`src/rtl/dnoc_pkg.sv`:
```
// rtl/dnoc_pkg.sv - shared types for the dNoC injection-port arbiter (optional counters: DNOC_ARB_STAT_EN)
package dnoc_pkg;

    localparam logic ARB_IDLE = 1'b0;
    localparam logic ARB_LOCK = 1'b1;

    typedef enum logic {
        ST_IDLE = ARB_IDLE,
        ST_LOCK = ARB_LOCK
    } arb_state_e;

    typedef logic [255:0] flit_t;

endpackage

```
`src/rtl/dnoc_flit_skid.sv`:
```
// rtl/dnoc_flit_skid.sv - 2-entry valid/ready skid buffer with registered output and registered ready
module dnoc_flit_skid #(
    parameter int W = 257
) (
    input  logic         clk,
    input  logic         rst_n,
    input  logic [W-1:0] s_tdata,
    input  logic         s_tvalid,
    output logic         s_tready,
    output logic [W-1:0] m_tdata,
    output logic         m_tvalid,
    input  logic         m_tready
);

    // head drives the output directly; tail only fills while the head is stalled
    logic [W-1:0] head_q, tail_q, head_d, tail_d;
    logic         head_vld_q, tail_vld_q, head_vld_d, tail_vld_d;
    logic         can_acc_q;
    logic         push, pop;

    assign push     = s_tvalid & can_acc_q;
    assign pop      = head_vld_q & m_tready;
    assign s_tready = can_acc_q;
    assign m_tdata  = head_q;
    assign m_tvalid = head_vld_q;

    // next contents: a push never coincides with a full tail, so nothing can be dropped
    always_comb begin
        head_d     = head_q;
        tail_d     = tail_q;
        head_vld_d = head_vld_q;
        tail_vld_d = tail_vld_q;
        if (pop) begin
            if (tail_vld_q) begin
                head_d     = tail_q;
                tail_vld_d = 1'b0;
            end else if (push) begin
                head_d = s_tdata;
            end else begin
                head_vld_d = 1'b0;
            end
        end else if (push) begin
            if (head_vld_q) begin
                tail_d     = s_tdata;
                tail_vld_d = 1'b1;
            end else begin
                head_d     = s_tdata;
                head_vld_d = 1'b1;
            end
        end
    end

    // entry registers; ready is precomputed so upstream sees a flop, not a path through m_tready
    always_ff @(posedge clk or negedge rst_n) begin
        if (!rst_n) begin
            head_q     <= '0;
            tail_q     <= '0;
            head_vld_q <= 1'b0;
            tail_vld_q <= 1'b0;
            can_acc_q  <= 1'b0;
        end else begin
            head_q     <= head_d;
            tail_q     <= tail_d;
            head_vld_q <= head_vld_d;
            tail_vld_q <= tail_vld_d;
            can_acc_q  <= ~tail_vld_d;
        end
    end

endmodule

```
`src/rtl/dnoc_itf_out_arb.sv`:
```
// rtl/dnoc_itf_out_arb.sv - packet-level round-robin arbiter onto the dNoC injection port (DNOC_ARB_STAT_EN adds per-source packet counters)
module dnoc_itf_out_arb
    import dnoc_pkg::*;
#(
    parameter int NUM_REQ = 3,
    parameter int FLIT_W  = 256,
    parameter int CNT_W   = 16
) (
    input  logic                              clk,
    input  logic                              rst_n,
    input  logic [NUM_REQ-1:0][FLIT_W-1:0]    req_flit,
    input  logic [NUM_REQ-1:0]                req_last,
    input  logic [NUM_REQ-1:0]                req_valid,
    output logic [NUM_REQ-1:0]                req_ready,
    output logic [FLIT_W-1:0]                 out_flit,
    output logic                              out_last,
    output logic                              out_valid,
    input  logic                              out_ready,
    output logic                              lock_busy,
    output logic [$clog2(NUM_REQ)-1:0]        lock_id
`ifdef DNOC_ARB_STAT_EN
    ,
    output logic [NUM_REQ-1:0][CNT_W-1:0]     pkt_cnt,
    input  logic                              stat_clr
`endif
);

    localparam int IDW = $clog2(NUM_REQ);

    arb_state_e       state_q;
    logic [IDW-1:0]   ptr_q, pick_id, grant_id;
    logic             pick_found, grant_vld, grant_last, accept;
    logic             skid_can_accept;
    logic [FLIT_W:0]  skid_out;

    // first valid source after ptr, wrapping; MSB of the result flags that one was found
    function automatic logic [IDW:0] rr_pick(input logic [NUM_REQ-1:0] vld, input logic [IDW-1:0] ptr);
        logic [IDW:0] res;
        int           idx;
        res = '0;
        for (int k = NUM_REQ; k >= 1; k--) begin
            idx = (int'(ptr) + k) % NUM_REQ;
            if (vld[idx]) res = {1'b1, IDW'(idx)};
        end
        return res;
    endfunction

    assign {pick_found, pick_id} = rr_pick(req_valid, ptr_q);
    assign grant_id   = (state_q == ST_LOCK) ? lock_id : pick_id;
    assign grant_vld  = (state_q == ST_LOCK) ? req_valid[lock_id] : pick_found;
    assign grant_last = req_last[grant_id];
    assign accept     = grant_vld & skid_can_accept;

    // only the granted source sees ready, and only when its flit actually transfers
    always_comb begin
        req_ready = '0;
        if (accept) req_ready[grant_id] = 1'b1;
    end

    // packet lock: ptr moves only on a last flit so every source gets whole packets in turn
    always_ff @(posedge clk or negedge rst_n) begin
        if (!rst_n) begin
            state_q   <= ST_IDLE;
            ptr_q     <= IDW'(NUM_REQ - 1);
            lock_busy <= 1'b0;
            lock_id   <= '0;
        end else if (accept) begin
            case (state_q)
                ST_IDLE: begin
                    if (grant_last) begin
                        ptr_q <= pick_id;
                    end else begin
                        state_q   <= ST_LOCK;
                        lock_id   <= pick_id;
                        lock_busy <= 1'b1;
                    end
                end
                ST_LOCK: begin
                    if (grant_last) begin
                        state_q   <= ST_IDLE;
                        ptr_q     <= lock_id;
                        lock_busy <= 1'b0;
                    end
                end
            endcase
        end
    end

    dnoc_flit_skid #(
        .W (FLIT_W + 1)
    ) u_skid (
        .clk      (clk),
        .rst_n    (rst_n),
        .s_tdata  ({grant_last, req_flit[grant_id]}),
        .s_tvalid (grant_vld),
        .s_tready (skid_can_accept),
        .m_tdata  (skid_out),
        .m_tvalid (out_valid),
        .m_tready (out_ready)
    );

    assign {out_last, out_flit} = skid_out;

`ifdef DNOC_ARB_STAT_EN
    // packets sent per source; a clear in the same cycle as an increment wins
    always_ff @(posedge clk or negedge rst_n) begin
        if (!rst_n) begin
            pkt_cnt <= '0;
        end else if (stat_clr) begin
            pkt_cnt <= '0;
        end else if (accept && grant_last) begin
            pkt_cnt[grant_id] <= pkt_cnt[grant_id] + CNT_W'(1);
        end
    end
`endif

endmodule

```
`config.mk`:
```
export PLATFORM = sky130hd
export DESIGN_NAME = dnoc_itf_out_arb
export DESIGN_NICKNAME = d
export VERILOG_FILES = /design/src/rtl/dnoc_pkg.sv /design/src/rtl/dnoc_flit_skid.sv /design/src/rtl/dnoc_itf_out_arb.sv
export SDC_FILE = /design/constraint.sdc
export NUM_CORES = 1
export LEC_CHECK = 0
export ABC_AREA = 1
export BUFFER_PORTS_ARGS = -buffer_cell sky130_fd_sc_hd__buf_4
export CELL_PAD_IN_SITES_DETAIL_PLACEMENT = 0
export CELL_PAD_IN_SITES_GLOBAL_PLACEMENT = 1
export CORE_AREA = 2 2 403 405
export CTS_BUF_LIST = sky130_fd_sc_hd__clkbuf_4 sky130_fd_sc_hd__clkbuf_8
export CTS_CLUSTER_SIZE = 8
export DETAILED_ROUTE_END_ITERATION = 10
export DIE_AREA = 0 0 405 407
export PLACE_DENSITY_LB_ADDON = 0.1
export SETUP_SLACK_MARGIN = 0.02
export SYNTH_ARGS = -nofsm -noshare
export SYNTH_HDL_FRONTEND = slang
export SYNTH_SLANG_ARGS = --single-unit
```
`constraint.sdc`:
```
create_clock -name clk -period 3.7 [get_ports clk]
set_clock_uncertainty 0.15 [all_clocks]
set_input_delay 0.185 -clock clk [delete_from_list [all_inputs] [get_ports clk]]
set_output_delay 0.185 -clock clk [all_outputs]
set_load 0.05 [all_outputs]
```
==> impl_metrics.toml, run 1 <==
[sta]
setup_viol = 0
slew-limit-headroom_pct = 34.98
period_share_pct = 93.79
period_needed_ps = 3470
fmax_mhz = 288.2
rsz0062_at_grt = "true"
final.setup.tns_ps = 0
hold_viol = 0
worst_pin_slew_ps = 975.4
setup_ws_ps = 229.8
maxSlewViolCount = 0

[placed_design]
hpwl_um = 117200
place_congestion = 0.8169
place_ws_ps = 503.2
io_buffers = 1040
placedInstanceArea_mm2 = 0.04189

[global_route]
grtUsageTotal_pct = 20.32
use_met1_pct = 25.24
grt_pass1_wl_um = 254000
antenna_found_initial = 29
grt.busiest_layer = "met2"
grt_max_degree = 121
use_met3_pct = 4.297
grt_util_met2_pct = 35.15
grt_remaining_overflow = 0
grt_pass1_vias = 39810

[cts]
cts_tree = "done"
numCtsBuffers = 113
cts.htree.levels = 3
root_buffer = "clkbuf_8"
path_clk_slew_ps = 60
clkSinkCount = 523
insertion_delay_ps = 820
cts_buffer_depth = 3

[route]
drc = 0
dr.pass1.iters = 5
drt-initial-drc-count = 2082
viasPerCell = 4.197
wirelength_um = 176900
ant_nets = 0
wl_per_cell_um = 18.96
route.vias.total = 39160

[final_layout]
seq_area_mm2 = 0.01309
fillCellCount = 17770
synthToLayoutAreaGrowth_pct = 75.42
multi_input_area_mm2 = 0.01513
fin_util_pct = 34.75
drive_above_1_share_pct = 19.87
fin_nets = 7844
design_area_mm2 = 0.05566

[pwr]
p_clk_share_pct = 11.2
p_seq_share_pct = 16.0
p_sw_share_pct = 49.98
power.leakage_nw = 31.21
p_per_area_mw_per_mm2 = 1147
comb_power_share_pct = 72.8
p_total_mw = 63.87
switching_power_mw = 31.92
intPower_mw = 31.95
vdd_drop_max_mv = 0.7995

[setup_path]
cp.arrival_ps = 4000
r2r_slack_ps = 230
r2r-start = "ptr_q[1]"
startpoint = "ptr_q[1]"
worstSetupPathType = "flip-flop to flip-flop"
r2r_cells = 16
cp-end-kind = "flip-flop"
critPathLaunchType = "flip-flop"
cp_max_fo = 58
r2r_end = "u_skid.m_tdata[11]"
crit_required_ps = 4230

[logic_synthesis]
ys_top_cells_by_area = "dfrtp_1, nand2_1, nand3_1"
syn-cell-area_mm2 = 0.03173
ys_warn_count = 0
synth_edf_count = 0
synth_cells = 5041
synth_common_cells = "nand2_1, nand3_1, inv_1"
yosysMostFrequentCell = "nand2_1"
synth_cell_types = 27
synth_top_cell_area_share_pct = 41.17
ys_ff_latch = 523
synth_nets = 5824
synth_seq_area_share_pct = 41.25
yosys.area.top_type = "dfrtp_1"
synthArstFlopShare_pct = 100.0
synth_flop_cell = "dfrtp_1"
avgSynthCellArea_um2 = 6.294

[hold_path]
hold_start = "req_flit[490]"
holdPathStages = 8
hold_end = "u_skid.m_tdata[234]"
holdCritPathClass = "input port to flip-flop"

[floorplanning]
start_util_pct = 19.81
die_h_um = 407
core_mm2 = 0.1602
top_level_ports = 1041
num_rows = 147
die_area_mm2 = 0.1648
fp.dieW_um = 405

[flow_run]
maxCapViolCount = 0

[outcome]
outcome = "finished, final reports clean"
[through the flow]
stage	hold WS (ps)	instances
2_1_floorplan	-260.6	5041
3_3_place_gp	31.14	8020
3_5_place_dp	31.11	8020
4_1_cts	0.9706	9291
5_1_grt	68.34	9325
6_report	82.95	9330
[cells in the final DEF (no fill, tap or decap), types with 7 or more instances in the layout]
| cell | Yosys | layout |
|---|---|---|
| buf_12 | 0 | 37 |
| nand3_1 | 780 | 772 |
| buf_4 | 46 | 1084 |
| clkbuf_16 | 0 | 8 |
| nand2_2 | 34 | 33 |
| diode_2 | 0 | 19 |
| inv_1 | 527 | 526 |
| nand3_2 | 1 | 9 |
| dfrtp_1 | 522 | 522 |
| nand2_1 | 2314 | 2311 |
| clkinv_2 | 0 | 7 |
| o21ai_0 | 7 | 7 |
| clkbuf_4 | 0 | 54 |
| buf_16 | 0 | 11 |
| nor2_1 | 517 | 517 |
| dlygate4sd3_1 | 0 | 1060 |
| clkbuf_8 | 0 | 134 |
[critical path, cell delays in order, from the launching register on]
cell and delay, ps:
dfstp_2 560, inv_1 80, ha_1 190, nand3b_1 170, nand2_1 70, nand2_1 50, nand2_1 50, nand2_1 90
a21oi_4 240, inv_8 90, buf_16 160, buf_12 180, nand3_1 290, dlygate4sd3_1 650, nand3_1 90, nand2_1 80
nand2_1 50
[how the worst max path moves through the flow]
stage          depth (start not counted)  slack (ps)                 end
3_5_place_dp                          16         500  u_skid.tail_q[227]
5_1_grt                               19          10   u_skid.tail_q[87]
4_1_cts                               16          20  u_skid.m_tdata[81]
3_3_place_gp                          16         530  u_skid.tail_q[227]
6_report                              16         230  u_skid.m_tdata[11]
2_1_floorplan                         12         560        req_ready[2]
[power by group through the flow]
stage	logic [mW]	clock network (mW)	registers [mW]
finish	46.5	7.17	10.2
global route	51.2	7.70	10.6
CTS	45.7	7.46	10.2
detailed placement	35.4	0	10.3
global placement	35.4	0	10.3
floorplan	18.8	0	14.6
[state kept, by name (all words and copies together), names as in the netlist]
name / cells
u_skid.tail_q: 257
u_skid.m_tdata: 257
lock_busy: 1
u_skid.m_tvalid: 1
u_skid.tail_vld_q: 1
u_skid.s_tready: 1
state_q: 1
ptr_q: 2
lock_id: 2
[per-layer routing]
metal | share of wire (%) | up-vias
met5 | 0.083 | -
met4 | 2.6 | 24
met3 | 5.6 | 224
met2 | 49 | 959
met1 | 43 | 18600
li1 | - | 19350
[logic make-up (layout without fill, tap and decap cells)]
group,after synthesis,count (layout),share of synthesized area [%]
AND/OR/NAND/NOR,3657,3657,46.79
adder cells (fa/ha/maj),6,6,0.2366
flip-flops,523,523,41.25
AO/OA/AOI/OAI,14,14,0.2563
other,0,19,0
buffers and inverters,841,2951,11.46
[cell type report]
type | count | area share, %
diodes | 19 | 0.08542
clock buffers | 187 | 4.017
clock inverters | 18 | 0.4383
inverters | 533 | 3.621
multi-input cells | 3677 | 27.18
flip-flops and latches | 523 | 23.51
well taps | 2160 | 4.855
repair buffers | 2213 | 36.29
[timing repair]
| item | CTS | global route |
|---|---|---|
| pin swaps | 0 | 5 |
| gates resized for setup | 2 | 36 |
| setup buffers | 0 | 12 |
| setup endpoints to repair | 2 | 412 |
| hold endpoints to repair | 1003 | 2 |
| gates cloned | 2 | 8 |
| hold buffers | 1064 | 2 |
No activity file was read; power rests on OpenSTA's default activity.
==> run 2, diff against run 1 <==
==> constraint.sdc (replaced) <==
create_clock -name clk -period 3.1 [get_ports clk]
set_clock_uncertainty 0.15 [all_clocks]
set_input_delay 0.155 -clock clk [delete_from_list [all_inputs] [get_ports clk]]
set_output_delay 0.155 -clock clk [all_outputs]
set_load 0.05 [all_outputs]
==> impl_metrics.toml, run 2 (synthesis gave the netlist of run 1 again) <==
[outcome]
outcome = "finished, final reports clean"

[cts]
root_buffer = "clkbuf_8"
clkSinkCount = 523
path_clk_slew_ps = 60
cts.htree.levels = 3
cts_tree = "done"
insertion_delay_ps = 800
numCtsBuffers = 112
cts_buffer_depth = 3

[setup_path]
worstSetupPathType = "flip-flop to output port"
worst-path-buf-inv = 3
cp_num_cells = 14
cpMaxStageDelayCell = "dfstp_2"
r2r-start = "ptr_q[1]"
cp-end-kind = "output port"
cp_max_fo = 4
crit_required_ps = 2790
critPathTopFamily = "simple AND/OR/NAND/NOR gates"
r2r_slack_ps = 130
r2r_end = "lock_busy"
slowest_delay_ps = 590
cp.arrival_ps = 2790
path_cells = "ha_4, inv_4, nand2_2, nand3_4, nand2_4, a21oi_2, nand2_1, nand2_2, nand2_8, nand2_8, buf_16, nand2_4, nor2_4, buf_8"
r2r_cells = 15
critPathLaunchType = "flip-flop"

[floorplanning]
core_mm2 = 0.1602
top_level_ports = 1041
fp.dieW_um = 405
die_h_um = 407
start_util_pct = 19.81
num_rows = 147
die_area_mm2 = 0.1648

[final_layout]
most-common-layout-cells = "nand2_1, buf_4, dlygate4sd3_1"
synthToLayoutAreaGrowth_pct = 72.94
final_common_cell = "nand2_1"
drive_above_1_share_pct = 21.39
fillCellCount = 17570
design_area_mm2 = 0.05487
fin_nets = 7724

[pwr]
vdd_drop_max_mv = 0.9817
p_per_area_mw_per_mm2 = 1235
comb_power_share_pct = 70.1
switching_power_mw = 36.94
power.leakage_nw = 31.03
p_clk_share_pct = 11.8
intPower_mw = 30.84
p_sw_share_pct = 54.50
p_seq_share_pct = 18.1

[global_route]
grtUsageTotal_pct = 20.36
grt_remaining_overflow = 0
grt_pass1_vias = 39410
grt_pass1_wl_um = 253300
grt_max_degree = 100
antenna_found_initial = 25

[sta]
setup_viol = 0
period_share_pct = 100.0
holdWs_ps = 90.20
setup_ws_ps = 0.01221
final.setup.tns_ps = 0
rsz0062_at_grt = "true"
slew-limit-headroom_pct = 49.76
maxSlewViolCount = 0
worst_pin_slew_ps = 753.7
period_needed_ps = 3100
fmax_mhz = 322.6
hold_viol = 0

[route]
viasPerCell = 4.168
ant_nets = 0
dr.pass1.iters = 5
wl_per_cell_um = 19.35
drt-initial-drc-count = 2226
wirelength_um = 178000
drc = 0
route.vias.total = 38340

[hold_path]
hold_end = "u_skid.tail_q[124]"
hold_start = "req_flit[636]"
holdCritPathClass = "input port to flip-flop"
holdPathStages = 6

[placed_design]
placedInstanceArea_mm2 = 0.04268
hpwl_um = 120900
io_buffers = 1040
place_congestion = 0.8188
place_ws_ps = -24.82

[flow_run]
maxCapViolCount = 0
[run 2: changes by cell type in the layout (fill, tap and decap cells not counted), moves of 4 or more]
cell           change
buf_12            +24
buf_16             +6
buf_4             +26
bufbuf_16          +4
bufinv_16          -4
clkbuf_16          +7
dlygate4sd3_1    -188
nand2_1           -11
nand2_2            +8
[run 2: worst max path at each step]
stage	from	to	slack [ps]
floorplan	ptr_q[1]	lock_busy	240
global placement	ptr_q[1]	u_skid.m_tdata[201]	6
detailed placement	ptr_q[1]	u_skid.m_tdata[203]	-20
CTS	ptr_q[1]	req_ready[0]	-170
global route	ptr_q[1]	req_ready[0]	-170
finish	ptr_q[1]	req_ready[0]	0.01
[run 2: per-stage QoR]
stage               util, %  instances  power (mW)
floorplan                 -       5041       39.85
global placement      26.64       8078       55.83
detailed placement    26.64       8078       55.80
CTS                   33.82       9161       66.96
global route          34.25       9197       73.93
finish                34.25       9198       67.78
[run 2: per-layer routing]
| metal | vias to the layer above | track usage (%) | part of all wire (%) |
|---|---|---|---|
| li1 | 19070 | - | - |
| met1 | 18070 | 25.66 | 44 |
| met2 | 982 | 35.60 | 49 |
| met3 | 205 | 3.501 | 4.8 |
| met4 | 12 | 5.525 | 2.3 |
| met5 | - | 0 | 0.042 |
[run 2: cell type report]
class | count | area [um^2] | share of cell area, %
Clock buffer | 183 | 2200 | 4.008
Timing Repair Buffer | 2094 | 19490 | 35.52
Inverter | 533 | 2023 | 3.687
Tap cell | 2160 | 2703 | 4.925
Multi-Input combinational cell | 3677 | 15220 | 27.73
Clock inverter | 12 | 110.1 | 0.2007
Antenna cell | 16 | 40.04 | 0.07296
Sequential cell | 523 | 13090 | 23.85
[run 2: worst register-to-register path: stages, from the launching register on]
cell	delay (ps)
dfstp_2	590
ha_4	230
nand2_1	110
nand3_4	90
buf_4	140
nand2_2	80
a21oi_4	80
inv_8	70
buf_4	310
nand3_2	180
nand2_2	110
inv_1	60
ha_1	260
or2_2	300
nand2_1	60
o21ai_0	70
[run 2: power by group through the flow]
stage / combinational (mW) / clock (mW) / sequential (mW)
after CTS: 46.3 / 8.37 / 12.3
after detailed placement: 43.5 / 0 / 12.3
after global routing: 52.6 / 8.68 / 12.6
after floorplan: 22.4 / 0 / 17.5
after global placement: 43.5 / 0 / 12.3
final: 47.5 / 8.01 / 12.2
[run 2: what timing repair did]
action	4_1_cts	5_1_grt
endpoints found under the hold margin	1045	0
setup endpoints to repair	5	483
cloned	6	16
buffers inserted	10	6
hold buffers	873	0
pin swaps	8	11
gates resized for setup	35	43
==> run 3, diff against run 2 <==
--- a/config.mk
+++ b/config.mk
@@ -5,15 +5,15 @@
 export SDC_FILE = /design/constraint.sdc
 export NUM_CORES = 1
 export LEC_CHECK = 0
-export ABC_AREA = 1
+export ABC_AREA = 0
 export BUFFER_PORTS_ARGS = -buffer_cell sky130_fd_sc_hd__buf_4
 export CELL_PAD_IN_SITES_DETAIL_PLACEMENT = 0
 export CELL_PAD_IN_SITES_GLOBAL_PLACEMENT = 1
-export CORE_AREA = 2 2 403 405
+export CORE_AREA = 2 2 404 406
 export CTS_BUF_LIST = sky130_fd_sc_hd__clkbuf_4 sky130_fd_sc_hd__clkbuf_8
 export CTS_CLUSTER_SIZE = 8
 export DETAILED_ROUTE_END_ITERATION = 10
-export DIE_AREA = 0 0 405 407
+export DIE_AREA = 0 0 406 408
 export PLACE_DENSITY_LB_ADDON = 0.1
 export SETUP_SLACK_MARGIN = 0.02
 export SYNTH_ARGS = -nofsm -noshare
==> impl_metrics.toml, run 3 <==
[hold_path]
holdPathStages = 4
holdCritPathClass = "input port to flip-flop"

[logic_synthesis]
synth_seq_area_share_pct = 46.23
ys_top_cells_by_area = "dfrtp_1, o31ai_1, a22oi_1"
syn-cell-area_mm2 = 0.02831
yosys.area.top_type = "dfrtp_1"
ys_ff_latch = 523
ys_warn_count = 0
synth_top_cell_area_share_pct = 46.14
synth-xor-area-share_pct = 0
synth_flop_cell = "dfrtp_1"
synth_cell_types = 42
synth_top_family_by_area = "compound AO/OA/AOI/OAI gates"
synth_common_cells = "dfrtp_1, o31ai_1, nand2_1"
synth_nets = 3794
yosys.area_share.simple_pct = 7.491
avgSynthCellArea_um2 = 9.403
yosysMostFrequentCell = "dfrtp_1"
synthAdderAreaFrac_pct = 0.2652
synth_edf_count = 0
synth_cells = 3011
synthArstFlopShare_pct = 100.0
synth_compound_area_share_pct = 40.62
synthMuxAreaShare_pct = 0.2210

[sta]
maxSlewViolCount = 0
fmax_mhz = 302.2
setup_viol = 309
period_share_pct = 106.7
worst_pin_slew_ps = 599.3
setup_ws_ps = -208.8
period_needed_ps = 3309
rsz0062_at_grt = "true"
hold_viol = 0
slew-limit-headroom_pct = 60.05

[setup_path]
r2r_cells = 17
crit_required_ps = 2790
cp.arrival_ps = 3000
cp-end-kind = "output port"
cp_num_cells = 10
cpMaxStageDelayCell = "dfstp_2"
cp_max_fo = 4
worstSetupPathType = "flip-flop to output port"
critPathTopFamily = "buffers and inverters"
slowest_delay_ps = 580
worst-path-buf-inv = 5
critPathLaunchType = "flip-flop"
path_cells = "ha_4, mux2_4, buf_6, a2111oi_4, buf_4, nor3_4, buf_12, buf_16, nor3_4, buf_6"

[pwr]
p_per_area_mw_per_mm2 = 1372
p_total_mw = 78.19
vdd_drop_max_mv = 0.8516
power.leakage_nw = 24.94

[cts]
path_clk_slew_ps = 60
cts_buffer_depth = 3
cts_tree = "done"
insertion_delay_ps = 800
root_buffer = "clkbuf_8"
numCtsBuffers = 111
cts.htree.levels = 3
clkSinkCount = 523

[floorplanning]
top_level_ports = 1041
die_area_mm2 = 0.1656
num_rows = 148
die_h_um = 408
fp.dieW_um = 406
start_util_pct = 17.51
core_mm2 = 0.1617

[global_route]
grt_pass1_vias = 36240
grt_pass1_wl_um = 260200
grt_remaining_overflow = 0
antenna_found_initial = 29
grt.busiest_layer = "met2"
grtUsageTotal_pct = 21.38
grt_max_degree = 75
grt_util_met2_pct = 36.70
use_met3_pct = 4.453
use_met1_pct = 26.78

[route]
wl_per_cell_um = 26.22
viasPerCell = 4.697
drc = 0
ant_nets = 0
wirelength_um = 192200
route.vias.total = 34440
drt-initial-drc-count = 1963
dr.pass1.iters = 5

[placed_design]
placedInstanceArea_mm2 = 0.04125
io_buffers = 1040
hpwl_um = 126700
place_ws_ps = -329.6
place_congestion = 0.8097
place_inst = 6245

[flow_run]
maxCapViolCount = 0

[final_layout]
most-common-layout-cells = "buf_4, dlygate4sd3_1, dfrtp_1"
drive_above_1_share_pct = 41.41
synthToLayoutAreaGrowth_pct = 101.3
fin_nets = 5830
final_common_cell = "buf_4"
design_area_mm2 = 0.05700
final_cell_count_no_fill = 7332
fillCellCount = 16550

[outcome]
outcome = "finished with violations"
failed_checks = "negative setup slack"
==> run 3: changes by cell type after synthesis, sizes merged, moves of 4 or more <==
| cell | before | now |
|---|---|---|
| a22oi | 0 | 257 |
| mux2i | 0 | 4 |
| o21a | 0 | 257 |
| o31ai | 0 | 516 |
| nand2 | 2350 | 268 |
| nor2 | 520 | 261 |
| nand3 | 781 | 3 |
| buf | 234 | 123 |
| a31oi | 0 | 256 |
| a21o | 0 | 4 |
| clkbuf | 74 | 221 |
| inv | 533 | 8 |
| a21boi | 0 | 257 |
==> run 3: power breakdown <==
part / switching, mW / internal, mW
logic: 33.7 / 23.8
clock network: 3.55 / 4.70
registers: 2.09 / 10.4
total: 39.3 / 38.9
==> run 3: metrics by stage <==
stage | utilization [%] | TNS, ps | hold WS, ps
final | 35.26 | -15940 | 104.8
after global routing | 35.26 | -79850 | 50.53
after CTS | 33.59 | -20940 | 6.883
after detailed placement | 25.51 | -19090 | 102.2
after global placement | 25.51 | -13750 | 103.5
after floorplan | - | -34.68 | -290.6
==> run 3: path summary, 6_finish.rpt <==
check                                       to  slack, ps                from
max                               req_ready[1]       -210            ptr_q[1]
min                        u_skid.m_tdata[246]        100       req_flit[246]
min reg2reg                 u_skid.tail_q[138]        330  u_skid.tail_q[138]
max reg2reg                  u_skid.tail_q[86]       -150            ptr_q[1]
min in group asynchronous   u_skid.tail_q[200]        600               rst_n
max in group asynchronous    u_skid.tail_q[32]       1700               rst_n
==> run 3: cell type report <==
cell class	instances	area, um^2	share of cell area [%]
timing repair buffer	2267	21980	38.55
multi-input combinational	2136	16680	29.26
sequential	523	13090	22.96
tap	2175	2721	4.774
clock buffer	181	2266	3.975
clock inverter	22	188.9	0.3314
antenna	20	50.05	0.08780
inverter	8	30.03	0.05268
==> run 3: cells by family after synthesis <==
family                   Yosys count
adder cells (fa/ha/maj)            6
AO/OA/AOI/OAI                   1574
flip-flops                       523
AND/OR/NAND/NOR                  550
multiplexers                       6
buffers and inverters            352
==> run 3: repair_timing <==
action	in CTS	in global routing
gates cloned	37	29
resized for setup	429	451
setup endpoints to repair	372	522
endpoints found under the hold margin	1044	0
hold buffers	786	0
pin swaps	164	136
buffers inserted	51	40
==> run 3: per-layer routing <==
layer / routed length (um) / vias up
li1: - / 15680
met1: 81790 / 17460
met2: 94700 / 1062
met3: 10760 / 225
met4: 4882 / 16
met5: 100 / -
==> run 3: worst min-delay path, stage by stage <==
cell           delay (ps)
dlygate4sd3_1         520
buf_4                 110
a21boi_4               50
o31ai_2               170
